--- src/rtl/serial_adder_pkg.sv ---
// Shared definitions for the bit-serial adder: FSM state encoding and default width.
package serial_adder_pkg;

  typedef enum logic [1:0] {
    IDLE = 2'd0,
    RUN  = 2'd1,
    DONE = 2'd2
  } state_t;

  localparam int DEFAULT_WIDTH = 8;

endpackage

--- src/rtl/serial_adder_full_adder.sv ---
// One-bit full adder built from two half adders; the serial adder's datapath cell.
module half_adder (
  input  logic a,
  input  logic b,
  output logic sum,
  output logic cout
);

  assign sum  = a ^ b;
  assign cout = a & b;

endmodule

module full_adder (
  input  logic a,
  input  logic b,
  input  logic cin,
  output logic sum,
  output logic cout
);

  logic s1;
  logic c1;
  logic c2;

  half_adder u_ha0 (
    .a    (a),
    .b    (b),
    .sum  (s1),
    .cout (c1)
  );

  half_adder u_ha1 (
    .a    (s1),
    .b    (cin),
    .sum  (sum),
    .cout (c2)
  );

  // At most one of the two half-adder carries can be set, so OR is exact.
  assign cout = c1 | c2;

endmodule

--- src/rtl/serial_adder.sv ---
// Bit-serial adder: accepts one operand pair, adds LSB first over WIDTH cycles,
// then holds sum/cout/ovf until the consumer takes them.
module serial_adder
  import serial_adder_pkg::*;
#(
  parameter int WIDTH = DEFAULT_WIDTH
) (
  input  logic             clk,
  input  logic             rst,
  input  logic             in_valid,
  output logic             in_ready,
  input  logic [WIDTH-1:0] a,
  input  logic [WIDTH-1:0] b,
  input  logic             cin,
  output logic             out_valid,
  input  logic             out_ready,
  output logic [WIDTH-1:0] sum,
  output logic             cout,
  output logic             ovf,
  output logic [1:0]       dbg_state
);

  localparam int CNT_W = $clog2(WIDTH);
  localparam logic [CNT_W-1:0] LAST = CNT_W'(WIDTH - 1);

  // Handshake: a transfer happens on a rising edge where valid and ready are
  // both 1. in_ready/out_valid depend only on state, never on in_valid/out_ready.

  state_t           state;
  logic [WIDTH-1:0] a_r;
  logic [WIDTH-1:0] b_r;
  logic [WIDTH-1:0] sum_r;
  logic             c;
  logic             cout_r;
  logic             ovf_r;
  logic [CNT_W-1:0] cnt;
  logic             fa_sum;
  logic             fa_cout;

  full_adder u_fa (
    .a    (a_r[0]),
    .b    (b_r[0]),
    .cin  (c),
    .sum  (fa_sum),
    .cout (fa_cout)
  );

  always_ff @(posedge clk or posedge rst) begin
    if (rst) begin
      state  <= IDLE;
      a_r    <= '0;
      b_r    <= '0;
      sum_r  <= '0;
      c      <= 1'b0;
      cout_r <= 1'b0;
      ovf_r  <= 1'b0;
      cnt    <= '0;
    end else begin
      case (state)
        IDLE: begin
          if (in_valid) begin
            a_r   <= a;
            b_r   <= b;
            c     <= cin;
            cnt   <= '0;
            state <= RUN;
          end
        end
        RUN: begin
          a_r   <= a_r >> 1;
          b_r   <= b_r >> 1;
          sum_r <= {fa_sum, sum_r[WIDTH-1:1]};
          c     <= fa_cout;
          cnt   <= cnt + CNT_W'(1);
          if (cnt == LAST) begin
            // c still holds the carry into the MSB cell on this edge.
            cout_r <= fa_cout;
            ovf_r  <= c ^ fa_cout;
            cnt    <= '0;
            state  <= DONE;
          end
        end
        DONE: begin
          if (out_ready) begin
            state <= IDLE;
          end
        end
        default: state <= IDLE;
      endcase
    end
  end

  assign in_ready  = (state == IDLE);
  assign out_valid = (state == DONE);
  assign sum       = sum_r;
  assign cout      = cout_r;
  assign ovf       = ovf_r;
  assign dbg_state = state;

endmodule

--- config.mk ---
export PLATFORM = sky130hd
export DESIGN_NAME = serial_adder
export DESIGN_NICKNAME = d
export VERILOG_FILES = /design/src/rtl/serial_adder_pkg.sv /design/src/rtl/serial_adder_full_adder.sv /design/src/rtl/serial_adder.sv
export SDC_FILE = /design/constraint.sdc
export NUM_CORES = 1
export LEC_CHECK = 0
export ABC_AREA = 1
export CORE_AREA = 2 2 60 62
export DETAILED_ROUTE_END_ITERATION = 12
export DIE_AREA = 0 0 62 64
export GPL_ROUTABILITY_DRIVEN = 0
export PLACE_DENSITY = 0.76
export REMOVE_ABC_BUFFERS = 1
export SYNTH_ARGS = -nofsm -noshare
export SYNTH_HDL_FRONTEND = slang
export SYNTH_SLANG_ARGS = --single-unit
--- constraint.sdc ---
create_clock -name clk -period 1.7 [get_ports clk]
set_input_delay 0.34 -clock clk [delete_from_list [all_inputs] [get_ports clk]]
set_output_delay 0.34 -clock clk [all_outputs]
set_load 0.005 [all_outputs]
==> flow_summary.toml, run 1 <==
[global_route]
grt_pass1_vias = 1253
grt_pass1_wl_um = 5340
track_usage_pct = 18.7
antenna_found_initial = 0
gr-total-overflow = 0
grt_max_degree = 33

[critical_path]
worstPathCellList = "buf_4 > nor2_2 > dlygate4sd2_1"
cp-end-kind = "primary output"
path_buf_inv = 2
arrival_ns = 1.28
r2r_cells = 8
rrSetupSlack_ns = 0.20
crit_path_start_kind = "flop"
cp_top_family = "flip-flops"
crit_type = "reg2out"
endpoint = "in_ready"
crit_cells = 3
path_max_fanout = 3
cp_slowest_stage_delay_ns = 0.43
startpoint = "dbg_state[0]"
cpMaxStageDelayCell = "dfrtp_2"
r2r_end = "a_r[5]"
worstPathRequired_ns = 1.36
rr_startpoint = "dbg_state[0]"

[timing]
post-route-period-util_pct = 95.5
report.final.hold_viol_count = 0
tightestPinTransition_ns = 0.402
maxSlewHeadroom_pct = 73.2
final.min_clock_period_ns = 1.62
fmax_ghz = 0.616
rsz0062_at_grt = "no"
maxSlewViolCount = 0
setup_viol_count_final = 0
tns_ns = 0
skew_ns = 0.00880

[yosys]
synth_simple_gate_area_share_pct = 30.1
synth_xor_area_share_pct = 0.558
syn_avg_cell_area_um2 = 7.70
synthCells = 204
yosys_warnings = 0
synth-main-ff-cell = "dfrtp_1"
synth-adder-area-share_pct = 2.87
synthDistinctLibCells = 17
yosys.area.top_type = "dfrtp_1"
synthTopCellsByArea = "dfrtp_1, nand2_1, inv_1"
synthArstFlopShare_pct = 100
synth_mux_area_share_pct = 0
yosysTopAreaCellShare_pct = 51.0
synth-compound-area-share_pct = 2.95
synth_top_family_by_area = "simple AND/OR/NAND/NOR gates"
synth_edf_count = 0
synth_common_cells = "nand2_1, inv_1, dfrtp_1, nand3_1, o21ai_0"
synth_seq_cells = 32
ys_seq_area_share_pct = 51.0
synth_area_um2 = 1570
synth.most_common_cell = "nand2_1"

[floorplanning]
initial_core_util_pct = 47.8
coreArea_um2 = 3280
die_area_um2 = 3970
dieHeight_um = 64
rows = 21
die_x_um = 62
pin_count = 35

[layout]
antennaDiodeCount = 0
fin_util_pct = 62.8
syn2layout_area_growth_pct = 31.3
drive_gt1_share_pct = 10.4
fin_cells = 297
fillers = 305
final_nets = 274

[power_and_ir_drop]
pwr_density_cell_nw_per_um2 = 1590
total_leakage_power_uw = 0.00115
vdd_drop_max_uv = 761

[cts]
htree_num_levels = 2
cts-root-buf = "clkbuf_4"
clk_latency_ns = 0.35
cts_sinks = 32
clk_pin_slew_ns = 0.09
clk_path_buf_depth = 2
numCtsBuffers = 5
hold_buffers = 0
cts_tree = "built"

[detailed_routing]
drt-total-wl_um = 3030
drc = 0
num_vias = 1321
drt_iter0_drc = 67
wl_per_cell_um = 10.2
ant_nets = 0
avgViaCountPerCell = 4.45
drt_first_pass_iters = 4

[placement]
io_buffers = 34
dp.cells = 283
dp_hpwl_um = 2030

[outcome]
outcome = "finished, final reports clean"

[job]
cap_violations = 0

[hold_path]
hold_class = "in2async"
## cells in the final DEF, fill, tap and decap left out, types with 2 or more instances in the layout
cell	n
nand3_1	18
buf_4	13
ha_1	2
nor2_1	3
dlygate4sd2_1	3
nand2_4	2
dfrtp_1	31
inv_1	35
clkdlybuf4s50_1	30
clkbuf_4	5
nand2_1	92
clkbuf_1	2
o21ai_0	6
## power breakdown
part / internal, uW / total, uW / switching [uW] / leakage [uW]
Clock: 204 / 459 / 255 / 0.0000326
Sequential: 1110 / 1310 / 206 / 0.000398
Combinational: 724 / 1500 / 780 / 0.000716
Total: 2030 / 3270 / 1240 / 0.00115
## what timing repair did
item / in CTS / in global routing
resized for setup: 6 / 0
buffers inserted: 6 / 0
setup endpoints to repair: 3 / 0
## flip-flops by register name, summed over array words and instances (netlist names)
register   count
b_r            8
cnt            3
sum            8
a_r            8
dbg_state      2
c              1
ovf            1
cout           1
## metrics by stage
step | hold WS (ns) | setup WS [ns] | total power (uW) | area [um2]
after CTS | 0.375 | 0.0783 | 3310 | 2060
after floorplan | 0.436 | 0.104 | 2190 | 1520
final | 0.358 | 0.0760 | 3270 | 2060
after detailed placement | 0.468 | 0.200 | 2800 | 1960
after global routing | 0.392 | 0.0130 | 3620 | 2060
after global placement | 0.462 | 0.226 | 2750 | 1960
## metal layers
layer  up-vias  wire length [um]  global-route usage (%)  part of all wire (%)
li1        696                 -                       -                     -
met1       587              1360                    23.7                    45
met2        30              1440                    27.7                    47
met3         8               152                    5.26                   5.0
met4         0                85                    10.9                   2.8
met5         -                 0                       0                     0
## area by class of cell
type	instances	area [um2]	share of cell area [%]
Clock buffer	8	58.8	2.85
Inverter	37	144	6.98
Multi-Input combinational cell	128	576	27.9
Sequential cell	32	802	38.9
Tap cell	46	57.6	2.79
Timing Repair Buffer	46	424	20.6
## how the worst min path moves through the flow
stage | start | to | cells past startpoint
2_1_floorplan | out_ready | dbg_state[1] | 1
3_3_place_gp | cnt[1] | cnt[1] | 2
3_5_place_dp | b_r[4] | b_r[4] | 2
4_1_cts | rst | b_r[3] | 3
5_1_grt | rst | b_r[6] | 3
6_report | rst | sum[0] | 3
## worst register-to-register path: cells and delay by family (launching register included)
kind,cells,cell delay [ns]
buf+inv,4,0.66
flops,1,0.43
simple gates,4,0.31
## cell families (layout without fill, tap and decap cells)
| group | Yosys count | after routing |
|---|---|---|
| DFF | 32 | 32 |
| and+or+nand+nor | 116 | 116 |
| AOI/OAI and AO/OA | 8 | 8 |
| xor gates and xnor gates | 1 | 1 |
| adders and majority gates | 3 | 3 |
| buffers and inverters | 44 | 91 |
Power figures use the tool's default switching activity.
==> inputs of run 2 (changes only) <==
--- a/config.mk
+++ b/config.mk
@@ -10,7 +10,7 @@
 export DETAILED_ROUTE_END_ITERATION = 12
 export DIE_AREA = 0 0 62 64
 export GPL_ROUTABILITY_DRIVEN = 0
-export PLACE_DENSITY = 0.76
+export PLACE_DENSITY_LB_ADDON = 0.3
 export REMOVE_ABC_BUFFERS = 1
 export SYNTH_ARGS = -nofsm -noshare
 export SYNTH_HDL_FRONTEND = slang
==> flow_summary.toml, run 2 (same netlist as run 1, synthesis figures left out) <==
[timing]
tns_ns = 0
tightestPinTransition_ns = 0.400
post-route-period-util_pct = 95.1
fmax_ghz = 0.619
rsz0062_at_grt = "no"
maxSlewHeadroom_pct = 73.3
setup_viol_count_final = 0
report.final.hold_viol_count = 0
maxSlewViolCount = 0
final.min_clock_period_ns = 1.62
skew_ns = 0.0127

[cts]
clk_path_buf_depth = 2
cts-root-buf = "clkbuf_4"
htree_num_levels = 2
cts_tree = "built"
clk_pin_slew_ns = 0.10
clk_latency_ns = 0.34
hold_buffers = 0
numCtsBuffers = 5
cts_sinks = 32

[critical_path]
path_buf_inv = 2
crit_path_start_kind = "flop"
cpMaxStageDelayCell = "dfrtp_2"
path_max_fanout = 3
cp_slowest_stage_delay_ns = 0.43
worstPathRequired_ns = 1.36
cp_top_family = "flip-flops"
worstPathCellList = "buf_4 > nor2_4 > dlygate4sd2_1"
cp-end-kind = "primary output"
arrival_ns = 1.28
crit_type = "reg2out"

[floorplanning]
coreArea_um2 = 3280
dieHeight_um = 64
rows = 21
die_x_um = 62
die_area_um2 = 3970
pin_count = 35
initial_core_util_pct = 47.8

[detailed_routing]
drt-total-wl_um = 2990
num_vias = 1322
drt_iter0_drc = 69
drt_first_pass_iters = 4
drc = 0
avgViaCountPerCell = 4.53
ant_nets = 0
wl_per_cell_um = 10.2

[placement]
io_buffers = 34
dp.cells = 281
dp_hpwl_um = 2120

[global_route]
track_usage_pct = 18.5
grt_pass1_wl_um = 5440
gr-total-overflow = 0
grt_max_degree = 33
grt_pass1_vias = 1251
antenna_found_initial = 0

[layout]
layout_commonest_cell = "nand2_1"
fin_cells = 292
syn2layout_area_growth_pct = 32.0
final_nets = 269
antennaDiodeCount = 0
fillers = 293
drive_gt1_share_pct = 9.35
most-common-layout-cells = "nand2_1, inv_1, clkdlybuf4s50_1, dfrtp_1, nand3_1"

[power_and_ir_drop]
vdd_drop_max_uv = 643
total_leakage_power_uw = 0.00115
pwr_density_cell_nw_per_um2 = 1650

[hold_path]
hold_class = "in2async"

[outcome]
outcome = "finished, final reports clean"

[job]
cap_violations = 0
-- run 2: path summary, 6_finish.rpt --
kind | from | endpoint | slack, ns | depth (start not counted)
max | dbg_state[1] | in_ready | 0.08 | 3
min | rst | sum[6] | 0.37 | 3
max reg2reg | dbg_state[0] | b_r[2] | 0.27 | 6
max in group asynchronous | rst | dbg_state[1] | 1.01 | 3
min in group clk | b_r[4] | b_r[4] | 0.49 | 2
min reg2reg | b_r[4] | b_r[4] | 0.49 | 2
-- run 2: power breakdown --
group	total, uW	internal, uW	switching [uW]
sequential	1320	1110	212
clock	647	390	257
combinational	1460	689	768
total	3420	2190	1240
-- run 2: final cells by class --
cell class,instances,area (um2),area share [%]
inverter,37,144,6.94
clock inverter,1,30.0,1.45
tap,46,57.6,2.78
clock buffer,7,65.1,3.14
multi-input combinational,128,581,28.0
sequential,32,803,38.7
timing repair buffer,41,393,18.9
-- run 2: worst register-to-register path, cell delays in order (launching register included) --
cell	delay [ns]
dfrtp_2	0.45
buf_4	0.21
nand2_4	0.19
nand2_4	0.19
inv_6	0.19
nand2_1	0.07
nand2_1	0.08
-- run 2: timing repair --
| item | CTS | global route |
|---|---|---|
| hold endpoints to repair | 0 | 0 |
| pin swaps | 0 | 0 |
| resized for setup | 6 | 1 |
| buffers inserted | 2 | 1 |
| endpoints found under the setup margin | 3 | 1 |
-- run 2: metrics by stage --
step	total power, uW	area [um2]	utilization (%)	hold WS [ns]	worst slack, ns
floorplan	2190	1520	-	0.436	0.104
global placement	2740	1950	59.2	0.463	0.176
detailed placement	2790	1950	59.2	0.465	0.151
CTS	3460	2060	62.8	0.387	0.0271
global route	3790	2070	63.1	0.404	0.0142
finish	3420	2070	63.1	0.374	0.0841
-- run 2: layer usage --
layer | wire length, um | track usage [%]
met1 | 1360 | 24.8
met2 | 1410 | 27.3
met3 | 175 | 6.68
met4 | 45 | 6.38
met5 | 0 | 0
==> inputs of run 3 (changes only) <==
--- a/config.mk
+++ b/config.mk
@@ -7,11 +7,13 @@
 export LEC_CHECK = 0
 export ABC_AREA = 1
 export CORE_AREA = 2 2 60 62
+export CTS_CLUSTER_DIAMETER = 80
 export DETAILED_ROUTE_END_ITERATION = 12
 export DIE_AREA = 0 0 62 64
 export GPL_ROUTABILITY_DRIVEN = 0
 export PLACE_DENSITY_LB_ADDON = 0.3
 export REMOVE_ABC_BUFFERS = 1
+export SKIP_CTS_REPAIR_TIMING = 1
 export SYNTH_ARGS = -nofsm -noshare
 export SYNTH_HDL_FRONTEND = slang
 export SYNTH_SLANG_ARGS = --single-unit
==> flow_summary.toml, run 3 (same netlist as run 1, synthesis figures left out) <==
[cts]
cts_sinks = 32
numCtsBuffers = 5
clk_latency_ns = 0.34
cts_tree = "built"
htree_num_levels = 2
cts-root-buf = "clkbuf_4"
clk_path_buf_depth = 2
clk_pin_slew_ns = 0.10

[outcome]
outcome = "finished, final reports clean"

[floorplanning]
coreArea_um2 = 3280
initial_core_util_pct = 47.8
die_x_um = 62
dieHeight_um = 64
die_area_um2 = 3970
rows = 21
pin_count = 35

[power_and_ir_drop]
comb_power_share_pct = 42.4
pwr-share-clk_pct = 18.9
p_sw_share_pct = 36.4
intPower_uw = 2180
vdd_drop_max_uv = 680
net-switching-power_uw = 1250
pwr_density_cell_nw_per_um2 = 1650
seqPwrFrac_pct = 38.6
total_leakage_power_uw = 0.00116

[detailed_routing]
ant_nets = 0
drt_first_pass_iters = 4
num_vias = 1321
wl_per_cell_um = 10.3
drt-total-wl_um = 2980
drc = 0
avgViaCountPerCell = 4.56
drt_iter0_drc = 50

[global_route]
antenna_found_initial = 0
grt_pass1_vias = 1242
track_usage_pct = 18.2
grt_pass1_wl_um = 5370
gr-total-overflow = 0
grt_max_degree = 33

[timing]
skew_ns = 0.0129
tightestPinTransition_ns = 0.405
tns_ns = 0
rsz0062_at_grt = "no"
fmax_ghz = 0.619
maxSlewViolCount = 0
maxSlewHeadroom_pct = 73.0
final.min_clock_period_ns = 1.62
report.final.hold_viol_count = 0
setup_viol_count_final = 0
post-route-period-util_pct = 95.0

[layout]
most-common-layout-cells = "nand2_1, inv_1, clkdlybuf4s50_1, dfrtp_1, nand3_1"
final_nets = 267
antennaDiodeCount = 0
fin_cells = 290
fin_util_pct = 63.2
layout_commonest_cell = "nand2_1"
drive_gt1_share_pct = 8.61
syn2layout_area_growth_pct = 32.1
fillers = 291

[critical_path]
crit_cells = 1
cp_slowest_stage_delay_ns = 0.51
worstPathRequired_ns = 1.36
cp_top_family = "buffers and inverters"
worstPathCellList = "clkdlybuf4s50_1"
cp-end-kind = "primary output"
arrival_ns = 1.28
cpMaxStageDelayCell = "clkdlybuf4s50_1"
crit_path_start_kind = "flop"
r2r_cells = 7
path_buf_inv = 1
crit_type = "reg2out"
path_max_fanout = 4

[hold_path]
hold_class = "in2async"

[placement]
dp.cells = 281
dp_hpwl_um = 2120
io_buffers = 34

[job]
cap_violations = 0
-- run 3: cell count changes in the layout (fill, tap and decap cells not counted), sizes merged --
cell          before  now
dlygate4sd2        2    0
buf                7    5
dlymetal6s2s       1    3
-- run 3: layer usage --
layer | GRT usage (%) | share of wire [%] | routed length (um) | vias to the layer above
met4 | 6.38 | 1.5 | 45 | 0
met2 | 27.0 | 46 | 1380 | 34
met3 | 6.68 | 6.4 | 191 | 5
met5 | 0 | 0 | 0 | -
li1 | - | - | - | 680
met1 | 24.2 | 46 | 1360 | 602
-- run 3: stage by stage --
stage | hold slack [ns] | area (um2) | setup WS (ns) | total power (uW)
floorplan | 0.436 | 1520 | 0.104 | 2190
global placement | 0.463 | 1950 | 0.176 | 2740
detailed placement | 0.465 | 1950 | 0.151 | 2790
CTS | 0.387 | 2040 | -0.200 | 3430
global route | 0.404 | 2070 | 0.0330 | 3790
finish | 0.375 | 2070 | 0.0848 | 3430
-- run 3: worst paths after layout --
path / from / endpoint / slack [ns]
max in group asynchronous: rst / dbg_state[1] / 1.01
min in group clk: b_r[4] / b_r[4] / 0.49
min: rst / ovf / 0.37
min reg2reg: b_r[4] / b_r[4] / 0.49
max reg2reg: dbg_state[0] / b_r[2] / 0.17
max: dbg_state[1] / dbg_state[1] / 0.08
-- run 3: final cells by class --
type                    count  area (um2)  share of cell area [%]
repair buffers             39         385                    18.6
clock inverters             1        30.0                    1.45
well taps                  46        57.6                    2.77
inverters                  37         144                    6.94
flip-flops and latches     32         803                    38.7
clock buffers               7        65.1                    3.14
multi-input cells         128         589                    28.4
-- run 3: worst min-delay path, cell delays in order --
cell             delay (ns)
clkdlybuf4s50_1        0.39
inv_1                  0.05
buf_4                  0.35
-- run 3: power by group through the flow --
stage          Clock, uW  Combinational [uW]  Sequential, uW
2_1_floorplan          0                 864            1330
4_1_cts              655                1450            1320
6_report             649                1450            1320
5_1_grt              698                1720            1370
3_3_place_gp           0                1410            1330
3_5_place_dp           0                1450            1330
